File: src/rtl/display_pkg.sv
// ============================================================================
// display_pkg
// Shared 7-segment constants and the BCD glyph table for the display path.
// Revision: 1.0
// ============================================================================
`default_nettype none

package display_pkg;

    localparam logic [6:0] c_SEG_OFF     = 7'h00;
    localparam logic [6:0] c_SEG_OFF_CA  = 7'h7F;
    localparam logic [3:0] c_BCD_INVALID = 4'hA;

    // Segment order {g,f,e,d,c,b,a}, active-high
    function automatic logic [6:0] seg_glyph(input logic [3:0] bcd);
        logic [6:0] glyph;
        case (bcd)
            4'd0:    glyph = 7'h3F;
            4'd1:    glyph = 7'h06;
            4'd2:    glyph = 7'h5B;
            4'd3:    glyph = 7'h4F;
            4'd4:    glyph = 7'h66;
            4'd5:    glyph = 7'h6D;
            4'd6:    glyph = 7'h7D;
            4'd7:    glyph = 7'h07;
            4'd8:    glyph = 7'h7F;
            4'd9:    glyph = 7'h6F;
            default: glyph = c_SEG_OFF;
        endcase
        return glyph;
    endfunction

endpackage

`default_nettype wire

File: src/rtl/bcd_to_7seg.sv
// ============================================================================
// bcd_to_7seg
// Combinational BCD to 7-segment decoder; dark when disabled or code invalid.
// Revision: 1.0
// ============================================================================
`default_nettype none

module bcd_to_7seg
    import display_pkg::*;
(
    input  logic       en,
    input  logic [3:0] bcd,
    output logic [6:0] led_out
);

    always_comb begin
        led_out = c_SEG_OFF;
        if (en && (bcd < c_BCD_INVALID)) begin
            led_out = seg_glyph(bcd);
        end
    end

endmodule

`default_nettype wire

File: src/rtl/display_scan_mux.sv
// ============================================================================
// display_scan_mux
// Self-timed multiplexed 7-segment scanner with blanking, frame snapshot,
// leading-zero suppression, blinking and selectable pin polarity.
// Revision: 1.0
// ============================================================================
`default_nettype none

module display_scan_mux
    import display_pkg::*;
#(
    parameter int NUM_DIGITS   = 6,
    parameter int PRESCALE     = 1000,
    parameter int BLANK_CYCLES = 8,
    parameter bit COMMON_ANODE = 1'b0
) (
    input  logic                    clk,
    input  logic                    reset,
    input  logic                    en,
    input  logic [4*NUM_DIGITS-1:0] digits_in,
    input  logic [NUM_DIGITS-1:0]   lz_mask,
    input  logic [NUM_DIGITS-1:0]   blink_mask,
    input  logic                    blink_phase,
    output logic [6:0]              led_out,
    output logic [NUM_DIGITS-1:0]   digit_sel,
    output logic                    frame_start
);

    localparam int CW = (PRESCALE > 1) ? $clog2(PRESCALE) : 1;
    localparam int IW = $clog2(NUM_DIGITS);
    localparam int DW = 4 * NUM_DIGITS;

    localparam logic [CW-1:0] c_LAST_CNT = CW'(PRESCALE - 1);
    localparam logic [CW-1:0] c_BLANK    = CW'(BLANK_CYCLES);
    localparam logic [IW-1:0] c_LAST_IDX = IW'(NUM_DIGITS - 1);

    localparam logic [6:0]            c_LED_INACTIVE = COMMON_ANODE ? c_SEG_OFF_CA : c_SEG_OFF;
    localparam logic [NUM_DIGITS-1:0] c_SEL_INACTIVE = {NUM_DIGITS{COMMON_ANODE}};

    localparam logic [1:0] S_IDLE  = 2'd0;
    localparam logic [1:0] S_BLANK = 2'd1;
    localparam logic [1:0] S_SHOW  = 2'd2;

    logic [1:0]            r_state;
    logic [CW-1:0]         r_cnt;
    logic [IW-1:0]         r_idx;
    logic [DW-1:0]         r_snap_digits;
    logic [NUM_DIGITS-1:0] r_snap_lz;
    logic [NUM_DIGITS-1:0] r_snap_blink;

    logic [1:0]            w_state_nxt;
    logic [CW-1:0]         w_cnt_nxt;
    logic [IW-1:0]         w_idx_nxt;
    logic                  w_frame_nxt;
    logic [DW-1:0]         w_snap_digits_nxt;
    logic [NUM_DIGITS-1:0] w_snap_lz_nxt;
    logic [NUM_DIGITS-1:0] w_snap_blink_nxt;

    logic [NUM_DIGITS-1:0] w_lz_dark;
    logic [3:0]            w_digit;
    logic                  w_dec_en;
    logic [6:0]            w_seg;
    logic [NUM_DIGITS-1:0] w_sel_nxt;

    // Outputs are registered from next-state values so they match state on the same edge
    always_ff @(posedge clk or posedge reset) begin
        if (reset) begin
            r_state       <= S_IDLE;
            r_cnt         <= '0;
            r_idx         <= '0;
            r_snap_digits <= '0;
            r_snap_lz     <= '0;
            r_snap_blink  <= '0;
            led_out       <= c_LED_INACTIVE;
            digit_sel     <= c_SEL_INACTIVE;
            frame_start   <= 1'b0;
        end else begin
            r_state       <= w_state_nxt;
            r_cnt         <= w_cnt_nxt;
            r_idx         <= w_idx_nxt;
            r_snap_digits <= w_snap_digits_nxt;
            r_snap_lz     <= w_snap_lz_nxt;
            r_snap_blink  <= w_snap_blink_nxt;
            led_out       <= w_seg ^ {7{COMMON_ANODE}};
            digit_sel     <= w_sel_nxt ^ {NUM_DIGITS{COMMON_ANODE}};
            frame_start   <= w_frame_nxt;
        end
    end

    always_comb begin
        w_state_nxt = S_IDLE;
        w_cnt_nxt   = '0;
        w_idx_nxt   = '0;
        w_frame_nxt = 1'b0;
        if (en) begin
            if (r_state == S_IDLE) begin
                w_frame_nxt = 1'b1;
            end else if (r_cnt == c_LAST_CNT) begin
                w_idx_nxt   = (r_idx == c_LAST_IDX) ? '0 : r_idx + 1'b1;
                w_frame_nxt = (r_idx == c_LAST_IDX);
            end else begin
                w_cnt_nxt = r_cnt + 1'b1;
                w_idx_nxt = r_idx;
            end
            w_state_nxt = (w_cnt_nxt < c_BLANK) ? S_BLANK : S_SHOW;
        end
        w_snap_digits_nxt = w_frame_nxt ? digits_in  : r_snap_digits;
        w_snap_lz_nxt     = w_frame_nxt ? lz_mask    : r_snap_lz;
        w_snap_blink_nxt  = w_frame_nxt ? blink_mask : r_snap_blink;
    end

    // A masked digit is suppressed while it and every masked digit above it are zero
    always_comb begin : b_lz
        logic run_zero;
        run_zero  = 1'b1;
        w_lz_dark = '0;
        for (int i = NUM_DIGITS - 1; i >= 0; i--) begin
            if (w_snap_lz_nxt[i]) begin
                run_zero = run_zero & (w_snap_digits_nxt[4*i +: 4] == 4'h0);
            end
            w_lz_dark[i] = (i != 0) && w_snap_lz_nxt[i] && run_zero;
        end
    end

    always_comb begin
        w_digit   = w_snap_digits_nxt[{w_idx_nxt, 2'b00} +: 4];
        w_dec_en  = (w_state_nxt == S_SHOW)
                    && !(w_snap_blink_nxt[w_idx_nxt] && blink_phase)
                    && !w_lz_dark[w_idx_nxt];
        w_sel_nxt = '0;
        if (w_state_nxt == S_SHOW) begin
            w_sel_nxt[w_idx_nxt] = 1'b1;
        end
    end

    bcd_to_7seg u_dec (
        .en      (w_dec_en),
        .bcd     (w_digit),
        .led_out (w_seg)
    );

endmodule

`default_nettype wire

File: config.mk
export PLATFORM = sky130hd
export DESIGN_NAME = display_scan_mux
export DESIGN_NICKNAME = d
export VERILOG_FILES = /design/src/rtl/display_pkg.sv /design/src/rtl/bcd_to_7seg.sv /design/src/rtl/display_scan_mux.sv
export SDC_FILE = /design/constraint.sdc
export NUM_CORES = 1
export LEC_CHECK = 0
export CORE_ASPECT_RATIO = 1.5
export CORE_MARGIN = 2
export CORE_UTILIZATION = 60
export CTS_BUF_LIST = sky130_fd_sc_hd__clkbuf_4
export DETAILED_ROUTE_END_ITERATION = 16
export PLACE_DENSITY = 0.95
export SLEW_MARGIN = 20
export SYNTH_ARGS = -nofsm -noshare
export SYNTH_HDL_FRONTEND = slang
export SYNTH_HIERARCHICAL = 1
export SYNTH_SLANG_ARGS = --single-unit
File: constraint.sdc
create_clock -name clk -period 6.65 [get_ports clk]
set_clock_uncertainty 0.05 [all_clocks]
set_input_delay 1.6625 -clock clk [delete_from_list [all_inputs] [get_ports clk]]
set_output_delay 1.6625 -clock clk [all_outputs]
set_load 0.05 [all_outputs]
==> results of run 1 <==
worst max-delay path: cells and delay by family:
kind,cells,cell delay [ns]
muxes,1,0.40
and+or+nand+nor,3,1.28
AOI/OAI and AO/OA,3,0.62
buffers and inverters,2,0.92
cells in the final DEF, fill, tap and decap left out, types with 5 or more instances in the layout:
cell type | Yosys | layout
clkbuf_4 | 0 | 12
clkdlybuf4s50_1 | 0 | 52
dfrtp_1 | 64 | 64
ha_1 | 6 | 6
inv_1 | 16 | 15
mux2_2 | 15 | 15
mux2_4 | 6 | 6
mux2i_1 | 13 | 13
nand2_1 | 45 | 45
nand3_1 | 11 | 11
nor2_1 | 27 | 27
nor2b_1 | 5 | 5
o21a_1 | 5 | 5
o21ai_0 | 9 | 9
xnor2_1 | 6 | 6
flip-flops by register name, indices dropped and copies added, names as in the netlist:
signal	count
r_snap_digits	24
r_cnt	10
led_out	7
digit_sel	6
r_snap_blink	6
r_snap_lz	5
r_idx	3
r_state	2
frame_start	1
per-layer routing:
layer | wire length, um | up-vias
li1 | - | 1224
met4 | 303 | 0
met5 | 0 | -
met1 | 2980 | 1276
met2 | 4040 | 97
met3 | 410 | 27
final cells by class:
| class | instances | area share, % |
|---|---|---|
| inverter | 16 | 1.49 |
| multi-input combinational | 221 | 39.1 |
| clock buffer | 12 | 2.24 |
| sequential | 64 | 39.8 |
| tap | 70 | 2.18 |
| timing repair buffer | 55 | 13.5 |
| clock inverter | 4 | 1.71 |
report_power, final:
group          switching [mW]  total (mW)  internal, mW
clock network           0.137       0.300         0.164
registers              0.0153       0.435         0.420
logic                  0.0700       0.136        0.0662
how the worst max path moves through the flow:
| stage | to | startpoint |
|---|---|---|
| after global placement | led_out[6]$_DFF_PP0_ | en |
| after CTS | led_out[6]$_DFF_PP0_ | en |
| final | led_out[6]$_DFF_PP0_ | en |
| after floorplan | led_out[5]$_DFF_PP0_ | en |
| after global routing | led_out[6]$_DFF_PP0_ | en |
| after detailed placement | led_out[6]$_DFF_PP0_ | en |
kinds of logic after synthesis:
logic type      synth area share, %
flops                          48.5
simple gates                   19.2
buf+inv                        4.09
compound gates                 11.5
fa+ha+maj                      2.27
mux                            12.1
xor+xnor                       2.39
==> reports/results.ini, run 1 <==
[worst_hold_path]
min_to = r_cnt[0]$_DFF_PP0_
hp-class = reg -> reg
hp-start = r_cnt[0]$_DFF_PP0_
hold_path_depth = 1

[worst_setup_path]
critPathMaxFanout = 26
cp.arrival_ns = 4.90
crit_path_top_delay_cell = or4b_1
rr_startpoint = r_cnt[0]$_DFF_PP0_
r2r_cells = 11
critPathKind = in -> reg
path_cells = clkdlybuf4s50_1, o21ai_4, buf_4, mux2_2, a32o_1, or4b_1, nand2b_4, or3b_1, o21ai_0
r2r-end = led_out[6]$_DFF_PP0_
cp_slowest_stage_delay_ns = 0.67
cp.required_ns = 6.93
crit_path_start_kind = input port
worstSetupEndpointType = flip-flop
ff2ff_setup_slack_ns = 2.53

[placement]
numPortBuffers = 52
place_congestion = 0.851
dpl.cell_count = 426
place_area_mm2 = 0.00387
dp_slack_ns = 1.65
hpwlAfterDp_mm = 5.58

[finish]
fin_nets = 413
antenna_cells = 0
fill_cells = 353
drive_gt1_share_pct = 14.0
fin_area_mm2 = 0.00403
multi_input_area_mm2 = 0.00158
fin_cells = 442
area_delta_synth_final_pct = 21.8
utilization_pct = 74.4
register_area_mm2 = 0.00160

[drt]
vias = 2624
first_pass_iters = 4
wl_per_cell_um = 17.5
antenna_left = 0
drcViolationCount = 0
drtIter0Drc = 190
wl_mm = 7.73
vias_per_cell = 5.94

[floorplan]
rows = 33
die_x_um = 64.6
die_h_um = 94.9
coreArea_mm2 = 0.00541
initial_core_util_pct = 61.1
io_pins = 54
dieArea_mm2 = 0.00613

[clocking]
postCtsSetupBuffers = 0
hold_buffers = 0
cts_tree = built
clkLatencyLatePin_ns = 0.42
root_buffer = clkbuf_4
clk_path_buf_depth = 2
htree_levels = 3
cts_buffers = 9
clk_pin_slew_ns = 0.10
cts_resized = 0
cts_sinks = 64

[synth]
synth.top_cell.area_share_pct = 48.5
yosysTopAreaCell = dfrtp_1
synthTopCellsByCount = 64 x dfrtp_1, 45 x nand2_1, 27 x nor2_1, 16 x inv_1, 15 x mux2_2
ys_types = 61
synthTopCellsByArea = dfrtp_1 48%, mux2_2 5.1%, nand2_1 5.1%
ys.flop_type = dfrtp_1
postSynth.asyncResetShare_pct = 100
synthCells = 313
synthMostInstantiatedCell = dfrtp_1
yosys_warnings = 6
synth-seq-area-share_pct = 48.5
synth_nets = 359
netlist_area_mm2 = 0.00330
ys_ff_latch = 64
synth_edf_count = 0
syn_area_per_cell_um2 = 10.6

[sta]
timing.final.ws_setup_ns = 2.03
rsz0062_at_grt = no
tightest_slew_ns = 0.815
fin_tns_setup_ns = 0
hold_viol_final = 0
clock.fmax_ghz = 0.216
fin_crit_ns = 4.62
drv_slew = 0
slew_headroom_pct = 45.1
hold_slack_ns = 0.418
period_share_pct = 69.5
finalSetupViolations = 0

[grt]
grt_util_met1_pct = 31.1
antenna_found_initial = 0
grt_max_degree = 65
busiest_layer = met2
grt_use_met2_pct = 47.9
grt-ovfl-total = 0
grt_usage_pct = 27.6
grt_first_pass_wirelength_mm = 12.7
use_met3_pct = 5.48
first_global_vias = 2797

[power_and_ir_drop]
total_power_uw = 872
power_leakage_nw = 1.81
power_density_mw_per_mm2 = 216
peakVddDrop_mv = 0.173

[job]
max_cap_violations = 0

[outcome]
status = finished, final reports clean

No activity file was read; power rests on OpenSTA's default activity.
==> run 2: changes to the inputs <==
CORE_UTILIZATION = 50   (was 60)
PLACE_DENSITY = 0.89   (was 0.95)
clock period = 3.9 ns   (was 6.65 ns; I/O delays follow)
==> run 2 against run 1 <==
Against the previous run: sequential share of layout area is 0.89 points lower; cell area is 2.3% higher; critical path depth is 2 higher; non-clock buffer count is 12 higher; sequential cell count stayed put; sequential power is 71% higher; global-route usage is 4.7 points lower; combinational power is 74% higher; clock power is 62% higher.
==> reports/results.ini, run 2 (synthesized netlist as in run 1, its figures left out) <==
[worst_setup_path]
crit_path_start_kind = flip-flop
cp.buffers_inverters = 1
critPathMaxFanout = 17
cpLargestDelayFamily = compound AO/OA/AOI/OAI gates
cp.arrival_ns = 3.89
path_cells = ha_1, nand3_1, nor4_4, o21ai_4, buf_4, mux2_4, a221oi_1, o221ai_1, ha_1, or3b_1, o21ai_0
cp_slowest_stage_delay_ns = 0.51
crit_path_top_delay_cell = o21ai_4
critPathKind = reg -> reg
worstSetupEndpointType = flip-flop
cp_common_cell = ha_1
cp.required_ns = 4.17

[clocking]
clkLatencyLatePin_ns = 0.41
htree_levels = 3
cts_resized = 0
cts_sinks = 64
root_buffer = clkbuf_4
clk_pin_slew_ns = 0.10
clk_path_buf_depth = 2
postCtsSetupBuffers = 0
hold_buffers = 0
cts_buffers = 9
cts_tree = built

[sta]
hold_viol_final = 0
drv_slew = 0
fin_crit_ns = 3.62
rsz0062_at_grt = no
tightest_slew_ns = 0.743
timing.final.ws_setup_ns = 0.281
finalSetupViolations = 0
slew_headroom_pct = 49.9
period_share_pct = 92.8
fin_tns_setup_ns = 0
clock.fmax_ghz = 0.276

[power_and_ir_drop]
peakVddDrop_mv = 0.219
p_int_mw = 1.09
clock_power_share_pct = 33.2
p_sw_uw = 376
p_comb_share_pct = 16.1
switching_share_pct = 25.7
total_power_mw = 1.47
power_density_mw_per_mm2 = 356
power_leakage_nw = 1.86
power_frac_seq_pct = 50.6

[finish]
area_delta_synth_final_pct = 24.6
final_cell_mix = 64 x dfrtp_1, 52 x clkdlybuf4s50_1, 45 x nand2_1
largest_register = r_snap_digits
drive_gt1_share_pct = 16.7
antenna_cells = 0
mostFrequentLayoutCell = dfrtp_1
largestRegisters = r_snap_digits (24), r_cnt (10), led_out (7)
largest_reg_flops = 24
fin_nets = 425

[floorplan]
dieArea_mm2 = 0.00729
coreArea_mm2 = 0.00644
rows = 36
die_h_um = 104
initial_core_util_pct = 51.3
die_x_um = 70.4
io_pins = 54

[drt]
vias = 2618
wl_per_cell_um = 17.1
first_pass_iters = 5
vias_per_cell = 5.69
drtIter0Drc = 227
antenna_left = 0
drcViolationCount = 0
wl_mm = 7.84

[worst_hold_path]
hp-class = reg -> reg

[grt]
grt_first_pass_wirelength_mm = 13.0
antenna_found_initial = 0
grt_max_degree = 29
grt-ovfl-total = 0
first_global_vias = 2761
grt_usage_pct = 22.9

[placement]
place_congestion = 0.876
hpwlAfterDp_mm = 5.94
numPortBuffers = 52
dp_slack_ns = 0.00105

[outcome]
status = finished, final reports clean

[job]
max_cap_violations = 0

## run 2: cell count changes in the layout (fill, tap and decap cells not counted)
cell / previous run / this run
clkinv_2: 1 / 3
clkinvlp_4: 0 / 1
clkbuf_4: 12 / 9
buf_4: 3 / 15
## run 2: per-layer routing
layer	share of wire (%)	track usage [%]
met5	0	0
met4	3.9	10.7
met3	4.6	5.25
met2	53	40.1
met1	39	25.8
## run 2: worst paths after layout
kind / end / cells after the start / start / slack (ns)
max: led_out[6]$_DFF_PP0_ / 11 / r_cnt[0]$_DFF_PP0_ / 0.28
min reg2reg: r_cnt[0]$_DFF_PP0_ / 1 / r_cnt[0]$_DFF_PP0_ / 0.41
max reg2reg: led_out[6]$_DFF_PP0_ / 11 / r_cnt[0]$_DFF_PP0_ / 0.28
min: r_cnt[0]$_DFF_PP0_ / 1 / r_cnt[0]$_DFF_PP0_ / 0.41
min in group asynchronous: digit_sel[3]$_DFF_PP0_ / 2 / reset / 0.83
max in group asynchronous: led_out[3]$_DFF_PP0_ / 3 / reset / 2.28
## run 2: cell type report
type / count / area, um2
Inverter: 16 / 60.1
Clock buffer: 9 / 67.6
Sequential cell: 64 / 1600
Tap cell: 76 / 95.1
Timing Repair Buffer: 67 / 633
Clock inverter: 7 / 86.3
Fill cell: 506 / 2320
Multi-Input combinational cell: 221 / 1580
## run 2: per-stage QoR
stage	hold WS (ns)	util, %	instance area, um2	instances
after floorplan	0.382	-	3300	313
after global placement	0.391	61.6	3970	444
after detailed placement	0.399	61.6	3970	444
after CTS	0.413	63.9	4120	460
after global routing	0.455	63.9	4120	460
final	0.410	63.9	4120	460
## run 2: worst reg2reg max path, delay by kind of cell (launching register included)
family / cells / cell delay [ns]
multiplexers: 1 / 0.32
AO/OA/AOI/OAI: 4 / 1.22
AND/OR/NAND/NOR: 3 / 0.74
buffers and inverters: 1 / 0.30
adder cells (fa/ha/maj): 2 / 0.51
flip-flops: 1 / 0.40
## run 2: power groups by stage
stage,clock network (mW),registers [mW],logic (mW)
detailed placement,0,0.754,0.236
global route,0.525,0.749,0.258
finish,0.487,0.742,0.237
global placement,0,0.749,0.228
CTS,0.494,0.742,0.237
floorplan,0,0.748,0.147
==> run 3: changes to the inputs <==
SLEW_MARGIN = default   (was 20)
==> results of run 3 <==
No change in the layout: final DEF, timing and power equal those of run 2.
